`config.mk`:
```
export PLATFORM = sky130hd
export DESIGN_NAME = hazard_ctrl_flat
export DESIGN_NICKNAME = d
export VERILOG_FILES = /design/src/rtl/hazard_ctrl_if.sv /design/src/rtl/hazard_ctrl.sv /design/src/flat_wrapper.sv
export SDC_FILE = /design/constraint.sdc
export NUM_CORES = 1
export LEC_CHECK = 0
export BUFFER_PORTS_ARGS = -buffer_cell sky130_fd_sc_hd__clkbuf_2
export CELL_PAD_IN_SITES_DETAIL_PLACEMENT = 0
export CELL_PAD_IN_SITES_GLOBAL_PLACEMENT = 2
export CORE_ASPECT_RATIO = 1.5
export CORE_MARGIN = 3
export CORE_UTILIZATION = 14
export DETAILED_ROUTE_END_ITERATION = 8
export GPL_ROUTABILITY_DRIVEN = 1
export PLACE_DENSITY = 0.75
export SLEW_MARGIN = 15
export SYNTH_ARGS = -nofsm -noshare
export SYNTH_HDL_FRONTEND = slang
export SYNTH_SLANG_ARGS = --single-unit
```
`constraint.sdc`:
```
create_clock -name clk -period 0.8 [get_ports clk]
set_input_delay 0 -clock clk [delete_from_list [all_inputs] [get_ports clk]]
set_output_delay 0 -clock clk [all_outputs]
set_load 0.03 [all_outputs]
```
`src/rtl/hazard_ctrl_if.sv`:
```
// hazard_ctrl_if: pipeline-stage register fields in, stall/flush/forward controls out.
interface hazard_ctrl_if;
  logic [4:0] id_rs1;
  logic [4:0] id_rs2;
  logic       id_use_rs1;
  logic       id_use_rs2;
  logic [4:0] ex_rs1;
  logic [4:0] ex_rs2;
  logic [4:0] ex_rd;
  logic       ex_rf_wb;
  logic [1:0] ex_wb_src;
  logic       ex_branch_taken;
  logic       ex_jump;
  logic [4:0] mem_rd;
  logic       mem_rf_wb;
  logic       mem_req;
  logic       mem_ready;
  logic [4:0] wb_rd;
  logic       wb_rf_wb;
  logic       stall_if;
  logic       stall_id;
  logic       stall_ex;
  logic       flush_id;
  logic       bubble_ex;
  logic [1:0] fwd_a;
  logic [1:0] fwd_b;
  logic       busy;
  modport master (
    output id_rs1, id_rs2, id_use_rs1, id_use_rs2, ex_rs1, ex_rs2, ex_rd, ex_rf_wb,
           ex_wb_src, ex_branch_taken, ex_jump, mem_rd, mem_rf_wb, mem_req, mem_ready,
           wb_rd, wb_rf_wb,
    input  stall_if, stall_id, stall_ex, flush_id, bubble_ex, fwd_a, fwd_b, busy
  );
  modport slave (
    input  id_rs1, id_rs2, id_use_rs1, id_use_rs2, ex_rs1, ex_rs2, ex_rd, ex_rf_wb,
           ex_wb_src, ex_branch_taken, ex_jump, mem_rd, mem_rf_wb, mem_req, mem_ready,
           wb_rd, wb_rf_wb,
    output stall_if, stall_id, stall_ex, flush_id, bubble_ex, fwd_a, fwd_b, busy
  );
endinterface

```
`src/rtl/hazard_ctrl.sv`:
```
// hazard_ctrl: 5-stage pipeline stall/flush/forward control with RUN/MEM_WAIT/REDIRECT FSM.
// Define HAZARD_PERF_CNT_EN to add saturating stall_cnt/flush_cnt outputs.
module hazard_ctrl (
  input logic clk,
  input logic rst_n,
  hazard_ctrl_if.slave hz
`ifdef HAZARD_PERF_CNT_EN
  ,
  output logic [15:0] stall_cnt,
  output logic [15:0] flush_cnt
`endif
);
  typedef enum logic [1:0] {RUN, MEM_WAIT, REDIRECT} state_t;
  state_t state, state_nxt;
  logic mem_stall, redirect, load_use, stall, flush;
  always_ff @(posedge clk or negedge rst_n)
    if (!rst_n) state <= RUN;
    else state <= state_nxt;
  always_comb begin
    mem_stall = hz.mem_req & ~hz.mem_ready;
    redirect  = (hz.ex_branch_taken | hz.ex_jump) & ~mem_stall;
    load_use  = hz.ex_rf_wb & (hz.ex_wb_src == 2'b01) & (hz.ex_rd != 5'd0) &
                ((hz.id_use_rs1 & (hz.id_rs1 == hz.ex_rd)) | (hz.id_use_rs2 & (hz.id_rs2 == hz.ex_rd)));
    state_nxt = mem_stall ? MEM_WAIT : redirect ? REDIRECT : RUN;
    // REDIRECT adds the second flush cycle that covers the two-deep fetch pipe
    stall = rst_n & (mem_stall | (load_use & ~redirect));
    flush = rst_n & ~mem_stall & (redirect | (state == REDIRECT));
    hz.stall_if  = stall;
    hz.stall_id  = stall;
    hz.stall_ex  = rst_n & mem_stall;
    hz.flush_id  = flush;
    hz.bubble_ex = rst_n & ~mem_stall & (redirect | load_use);
    hz.busy      = state != RUN;
    hz.fwd_a = (hz.mem_rf_wb && hz.mem_rd != 5'd0 && hz.mem_rd == hz.ex_rs1) ? 2'b01 :
               (hz.wb_rf_wb && hz.wb_rd != 5'd0 && hz.wb_rd == hz.ex_rs1) ? 2'b10 : 2'b00;
    hz.fwd_b = (hz.mem_rf_wb && hz.mem_rd != 5'd0 && hz.mem_rd == hz.ex_rs2) ? 2'b01 :
               (hz.wb_rf_wb && hz.wb_rd != 5'd0 && hz.wb_rd == hz.ex_rs2) ? 2'b10 : 2'b00;
  end
`ifdef HAZARD_PERF_CNT_EN
  always_ff @(posedge clk or negedge rst_n)
    if (!rst_n) begin
      stall_cnt <= '0;
      flush_cnt <= '0;
    end else begin
      if (stall && stall_cnt != 16'hFFFF) stall_cnt <= stall_cnt + 16'd1;
      if (flush && flush_cnt != 16'hFFFF) flush_cnt <= flush_cnt + 16'd1;
    end
`endif
endmodule
```
`src/flat_wrapper.sv`:
```
// flat-port wrapper written by rule: the top's interface ports become plain ports
module hazard_ctrl_flat 
  (clk, rst_n, hz_id_rs1, hz_id_rs2, hz_id_use_rs1, hz_id_use_rs2, hz_ex_rs1, hz_ex_rs2, hz_ex_rd, hz_ex_rf_wb, hz_ex_wb_src, hz_ex_branch_taken, hz_ex_jump, hz_mem_rd, hz_mem_rf_wb, hz_mem_req, hz_mem_ready, hz_wb_rd, hz_wb_rf_wb, hz_stall_if, hz_stall_id, hz_stall_ex, hz_flush_id, hz_bubble_ex, hz_fwd_a, hz_fwd_b, hz_busy);
  hazard_ctrl_if hz_i ();
  input logic clk;
  input logic rst_n;
  input wire logic [$bits(hz_i.id_rs1)-1:0] hz_id_rs1;
  input wire logic [$bits(hz_i.id_rs2)-1:0] hz_id_rs2;
  input wire logic [$bits(hz_i.id_use_rs1)-1:0] hz_id_use_rs1;
  input wire logic [$bits(hz_i.id_use_rs2)-1:0] hz_id_use_rs2;
  input wire logic [$bits(hz_i.ex_rs1)-1:0] hz_ex_rs1;
  input wire logic [$bits(hz_i.ex_rs2)-1:0] hz_ex_rs2;
  input wire logic [$bits(hz_i.ex_rd)-1:0] hz_ex_rd;
  input wire logic [$bits(hz_i.ex_rf_wb)-1:0] hz_ex_rf_wb;
  input wire logic [$bits(hz_i.ex_wb_src)-1:0] hz_ex_wb_src;
  input wire logic [$bits(hz_i.ex_branch_taken)-1:0] hz_ex_branch_taken;
  input wire logic [$bits(hz_i.ex_jump)-1:0] hz_ex_jump;
  input wire logic [$bits(hz_i.mem_rd)-1:0] hz_mem_rd;
  input wire logic [$bits(hz_i.mem_rf_wb)-1:0] hz_mem_rf_wb;
  input wire logic [$bits(hz_i.mem_req)-1:0] hz_mem_req;
  input wire logic [$bits(hz_i.mem_ready)-1:0] hz_mem_ready;
  input wire logic [$bits(hz_i.wb_rd)-1:0] hz_wb_rd;
  input wire logic [$bits(hz_i.wb_rf_wb)-1:0] hz_wb_rf_wb;
  output wire logic [$bits(hz_i.stall_if)-1:0] hz_stall_if;
  output wire logic [$bits(hz_i.stall_id)-1:0] hz_stall_id;
  output wire logic [$bits(hz_i.stall_ex)-1:0] hz_stall_ex;
  output wire logic [$bits(hz_i.flush_id)-1:0] hz_flush_id;
  output wire logic [$bits(hz_i.bubble_ex)-1:0] hz_bubble_ex;
  output wire logic [$bits(hz_i.fwd_a)-1:0] hz_fwd_a;
  output wire logic [$bits(hz_i.fwd_b)-1:0] hz_fwd_b;
  output wire logic [$bits(hz_i.busy)-1:0] hz_busy;
  assign hz_i.id_rs1 = hz_id_rs1;
  assign hz_i.id_rs2 = hz_id_rs2;
  assign hz_i.id_use_rs1 = hz_id_use_rs1;
  assign hz_i.id_use_rs2 = hz_id_use_rs2;
  assign hz_i.ex_rs1 = hz_ex_rs1;
  assign hz_i.ex_rs2 = hz_ex_rs2;
  assign hz_i.ex_rd = hz_ex_rd;
  assign hz_i.ex_rf_wb = hz_ex_rf_wb;
  assign hz_i.ex_wb_src = hz_ex_wb_src;
  assign hz_i.ex_branch_taken = hz_ex_branch_taken;
  assign hz_i.ex_jump = hz_ex_jump;
  assign hz_i.mem_rd = hz_mem_rd;
  assign hz_i.mem_rf_wb = hz_mem_rf_wb;
  assign hz_i.mem_req = hz_mem_req;
  assign hz_i.mem_ready = hz_mem_ready;
  assign hz_i.wb_rd = hz_wb_rd;
  assign hz_i.wb_rf_wb = hz_wb_rf_wb;
  assign hz_stall_if = hz_i.stall_if;
  assign hz_stall_id = hz_i.stall_id;
  assign hz_stall_ex = hz_i.stall_ex;
  assign hz_flush_id = hz_i.flush_id;
  assign hz_bubble_ex = hz_i.bubble_ex;
  assign hz_fwd_a = hz_i.fwd_a;
  assign hz_fwd_b = hz_i.fwd_b;
  assign hz_busy = hz_i.busy;
  hazard_ctrl u_core (.clk(clk), .rst_n(rst_n), .hz(hz_i));
endmodule
```
---- Yosys cells after proc, flatten, opt, wreduce, memory -nomap -nowiden ----
Index checks and enable logic that the tools add are counted.
cells by class
  div/mod/pow operators ................... 0
  $mul .................................... 0
  shift operators ......................... 0
  $add $sub $neg .......................... 0
  reduce and logical (&&, ||, !) cells .... 10
  order comparisons ....................... 0
  mux-type cells .......................... 6
  equality and inequality tests ........... 8
  bitwise logic cells ..................... 21
operators with widths
  kind                                            number
  == test 5 bit                                   6
  nonzero test 5 bit                              3
  bitwise AND 1 bit                               13
  two-way mux 2 bit                               6
  logical AND 1 bit                               6
  OR 1 bit                                        5
  NOT 1 bit                                       3
  == test 2 x 1 -> 1 bit (second input constant)  1
  == test 2 bit (second input constant)           1
  nonzero test 2 bit                              1
word-level totals
  latch bits .............................. 0
  bits in registers ....................... 2
  logic and storage cells ................. 46
  output and inout bits ................... 10
  bits in writable memories ............... 0
  bits of input ports ..................... 48
  memories kept ........................... 0
  bits in read-only memories .............. 0

---- Depth between registers and ports, before layout ----
  depth after elaboration ................. 8
  mapped depth ............................ 5
  gate-level depth less buffers ........... 4

---- Worst setup path before layout ----
Ideal clock, no wire load.
  path kind ............................... input-to-output
  start ................................... input hz_mem_rd[4]
  end ..................................... output hz_fwd_a[1]
  path buffers ............................ 0
  stages .................................. 4
  data arrival time ....................... 1.635 ns
  path slack .............................. -0.835 ns
  data required time ...................... 0.800 ns
  path through ............................ xnor2_1 > nand3_1 > nor4_1 > nor4_2
on the way
  cells in the longest elaborated chain, start to end .. 4
  elaborated cells between the ends (all ways) .. 5
  those cells by class .................... 1 x eq/ne; 1 x mux; 3 x reduce/logical
ends and longest elaborated chain
  element              RTL line            text
  start, declared      flat_wrapper.sv:18  input wire logic [$bits(hz_i.mem_rd)-1:0] hz_mem_rd;
  nonzero test 5 bit   hazard_ctrl.sv:34   hz.fwd_a = (hz.mem_rf_wb && hz.mem_rd != 5'd0 && hz.mem_rd == hz.ex_rs1) ? 2'b01 :
  logical AND 1 bit    hazard_ctrl.sv:34
  logical AND 1 bit *  hazard_ctrl.sv:34
  two-way mux 2 bit *  hazard_ctrl.sv:34
  end, declared        flat_wrapper.sv:29  output wire logic [$bits(hz_i.fwd_a)-1:0] hz_fwd_a;
Every way passes the cells marked *; elsewhere a longest branch is shown, timed or not.

---- Worst setup path in the final report ----
  start ................................... input hz_wb_rd[4]
  end ..................................... output hz_fwd_a[1]
on the way
  cells in the longest elaborated chain, start to end .. 5
  elaborated cells between the ends (all ways) .. 6
  those cells by class .................... 1 x eq/ne; 2 x mux; 3 x reduce/logical
ends and longest elaborated chain
  element              RTL line            text
  start, declared      flat_wrapper.sv:22  input wire logic [$bits(hz_i.wb_rd)-1:0] hz_wb_rd;
  nonzero test 5 bit   hazard_ctrl.sv:35   (hz.wb_rf_wb && hz.wb_rd != 5'd0 && hz.wb_rd == hz.ex_rs1) ? 2'b10 : 2'b00;
  logical AND 1 bit    hazard_ctrl.sv:35
  logical AND 1 bit *  hazard_ctrl.sv:35
  two-way mux 2 bit *  hazard_ctrl.sv:35
  two-way mux 2 bit *  hazard_ctrl.sv:34
Marked as above.

==> results.py <==
metrics = {
    "status": {
        "status": "finished, violations left",
        "violations": "setup timing",
    },
    "global_routing": {
        "antenna_found_initial": 0,
        "grt-ovfl-total": 0,
        "grt_max_degree": 6,
        "grt_use_total_pct": 10.84,
        "grt_pass1_wl_um": 3953,
        "grt_pass1_vias": 935,
    },
    "setup_path": {
        "worstPathMaxFanout": 3,
        "critical_path.endpoint_type": "output pin",
        "arrival_ns": 1.35,
        "slowest_stage": "or4_4",
        "cp_cell_sequence": "clkbuf_2 -> or4_1 -> o21ai_1 -> or4_4 -> nor4_4 -> clkbuf_8",
        "slowest_delay_ns": 0.56,
        "crit_required_ns": 0.80,
        "path_class": "input pin to output pin",
        "start_kind": "input pin",
    },
    "sta": {
        "drv_slew": 0,
        "worstMarginPinSlew_ns": 0.3074,
        "hold_viol": 0,
        "layout_setup_ws_ns": -0.5495,
        "fmax_mhz": 741.0,
        "max_slew_margin_pct": 79.35,
        "finalCritPeriodShare_pct": 168.7,
        "rsz0062_at_grt": "true",
        "setup_viol": 9,
        "fin_setup_tns_ns": -3.305,
        "fin_hold_ws_ns": 0.09498,
        "period_minus_slack_ns": 1.350,
    },
    "pwr": {
        "ir_drop_mv": 0.7630,
        "powerDensity_nw_per_um2": 864.1,
        "totalPowerFinal_mw": 1.229,
        "p_leak_nw": 0.6605,
    },
    "yosys": {
        "synthFlopType": "dfrtp_1",
        "synth.distinct_cells": 22,
        "yosysWarnings": 0,
        "synth-async-reset-ratio_pct": 100.0,
        "synth_nets": 113,
        "synth_area_leaders": "xor2_1 36%, xnor2_1 13%, dfrtp_1 9.4%",
        "seq_area_frac_synth_pct": 9.434,
        "netlist_instances": 65,
        "synth_top_cells_by_count": "22 x xor2_1, 8 x xnor2_1, 4 x nor4_1, 4 x or4_1",
        "ys_ff_latch": 2,
        "synth.avg_cell_area_um2": 8.162,
        "synth.top_cell.area_share_pct": 36.32,
        "netlist_area_um2": 530.5,
        "yosysTopAreaCell": "xor2_1",
        "synth_edf_count": 0,
        "yosysMostFrequentCell": "xor2_1",
    },
    "clock_tree": {
        "clockBufferDepth": 2,
        "cts_root_buf": "clkbuf_8",
        "cts_tree": "yes",
        "cts_sinks": 2,
        "cts_made_buffers": 3,
        "cts.reportedPaths.clkPinSlew_ns": 0.03,
        "cts_max_level": 1,
    },
    "place": {
        "hpwlAfterDp_um": 1959,
        "port_buffers": 57,
        "gp_congestion": 0.8925,
    },
    "finish": {
        "drive_above_1_share_pct": 72.67,
        "top_regs": "u_core.state: 2 flops",
        "num_antenna_cells": 0,
        "fin_nets": 200,
        "largest_reg_flops": 2,
        "nFillCells": 363,
        "top_register": "u_core.state",
        "syn_to_final_growth_pct": 168.2,
    },
    "floorplanning": {
        "die_w_um": 56.26,
        "core_area_um2": 3513,
        "io_pins": 58,
        "die_y_um": 81.39,
        "num_rows": 26,
        "die_area_um2": 4579,
        "initial_core_util_pct": 15.10,
    },
    "detailed_routing": {
        "detail-route-antenna-nets": 0,
        "drt_first_pass_iters": 2,
        "vias_per_cell": 4.229,
        "vias": 812,
        "first_iter_violations": 13,
        "drt_wl_total_um": 2350,
        "drc": 0,
        "drt-wirelength-per-cell_um": 12.24,
    },
    "worst_hold_path": {
        "worstHoldPathType": "input pin to flop",
        "whs_endpoint": "u_core.state[0]",
        "min_from": "hz_mem_ready",
        "hold_depth": 3,
    },
    "run": {
        "cap_violations": 0,
    },
}
-- worst max path at each step --
stage,end,depth (start not counted),from,slack [ns]
floorplan,hz_fwd_a[1],4,hz_mem_rd[0],-0.41
global route,hz_fwd_a[1],6,hz_wb_rd[2],-0.62
finish,hz_fwd_a[1],6,hz_wb_rd[4],-0.55
global placement,hz_stall_id,6,hz_ex_rd[3],-0.56
detailed placement,hz_stall_id,6,hz_ex_rd[3],-0.58
CTS,hz_fwd_a[1],6,hz_wb_rd[0],-0.55
-- metrics by stage --
stage	setup WS, ns	cells	instance area [um2]	utilization (%)
3_5_place_dp	-0.5850	185	1092	31.09
4_1_cts	-0.5458	192	1324	37.68
6_report	-0.5495	192	1423	40.49
2_1_floorplan	-0.4064	65	600.6	-
5_1_grt	-0.6231	192	1423	40.49
3_3_place_gp	-0.5624	185	1092	31.09
-- area by class of cell --
| cell class | instances | area [um2] | share of cell area [%] |
|---|---|---|---|
| Multi-Input combinational cell | 62 | 679.4 | 47.76 |
| Timing Repair Buffer | 83 | 599.3 | 42.13 |
| Tap cell | 42 | 52.55 | 3.694 |
| Sequential cell | 2 | 50.05 | 3.518 |
| Clock buffer | 3 | 41.29 | 2.902 |
-- timing repair --
item	in CTS	in global routing
resized for setup	30	22
endpoints found under the setup margin	10	9
hold buffers	1	0
setup buffers	3	0
hold endpoints to repair	2	0
pin swaps	7	8
-- power by group --
part	switching [mW]	internal [mW]	total [mW]	leakage (nW)
clock	0.0880	0.319	0.407	0.0216
sequential	0.00309	0.108	0.111	0.0242
combinational	0.333	0.378	0.710	0.615
-- layer usage --
| layer | GRT usage [%] | wire length (um) |
|---|---|---|
| met5 | 0 | 0 |
| met4 | 2.850 | 42 |
| met3 | 2.067 | 263 |
| met2 | 22.95 | 1280 |
| met1 | 10.32 | 763 |
-- layout by cell type (no fill, tap or decap) --
master / instances
xnor2_1: 4
and2_1: 1
and2_0: 1
buf_8: 8
clkbuf_8: 6
nor4_4: 6
a21oi_4: 1
a21oi_1: 1
o21ai_1: 1
xor2_1: 20
nand3b_1: 2
nor2_1: 3
xor2_4: 1
or4_4: 3
nor3_1: 1
clkbuf_2: 45
xor2_2: 1
xnor2_2: 4
or4_1: 1
or2_4: 1
nand3_1: 2
nand2b_1: 1
nand3_2: 1
buf_4: 24
buf_6: 2
nor2b_2: 1
a32oi_2: 1
o21bai_4: 1
o21ai_4: 1
dlygate4sd3_1: 1
o22ai_2: 1
dfrtp_1: 2
nand2b_4: 1
-- worst max-delay path: cells and delay by family --
family	cells	cell delay, ns
AO/OA/AOI/OAI	1	0.07
buffers and inverters	2	0.31
AND/OR/NAND/NOR	3	0.97
-- cells by family after synthesis --
| family | Yosys count | share of synthesized area, % |
|---|---|---|
| AO/OA/AOI/OAI | 7 | 8.727 |
| buffers and inverters | 1 | 1.416 |
| XOR/XNOR | 30 | 49.53 |
| flip-flops | 2 | 9.434 |
| AND/OR/NAND/NOR | 25 | 30.89 |
Power figures use the tool's default switching activity.
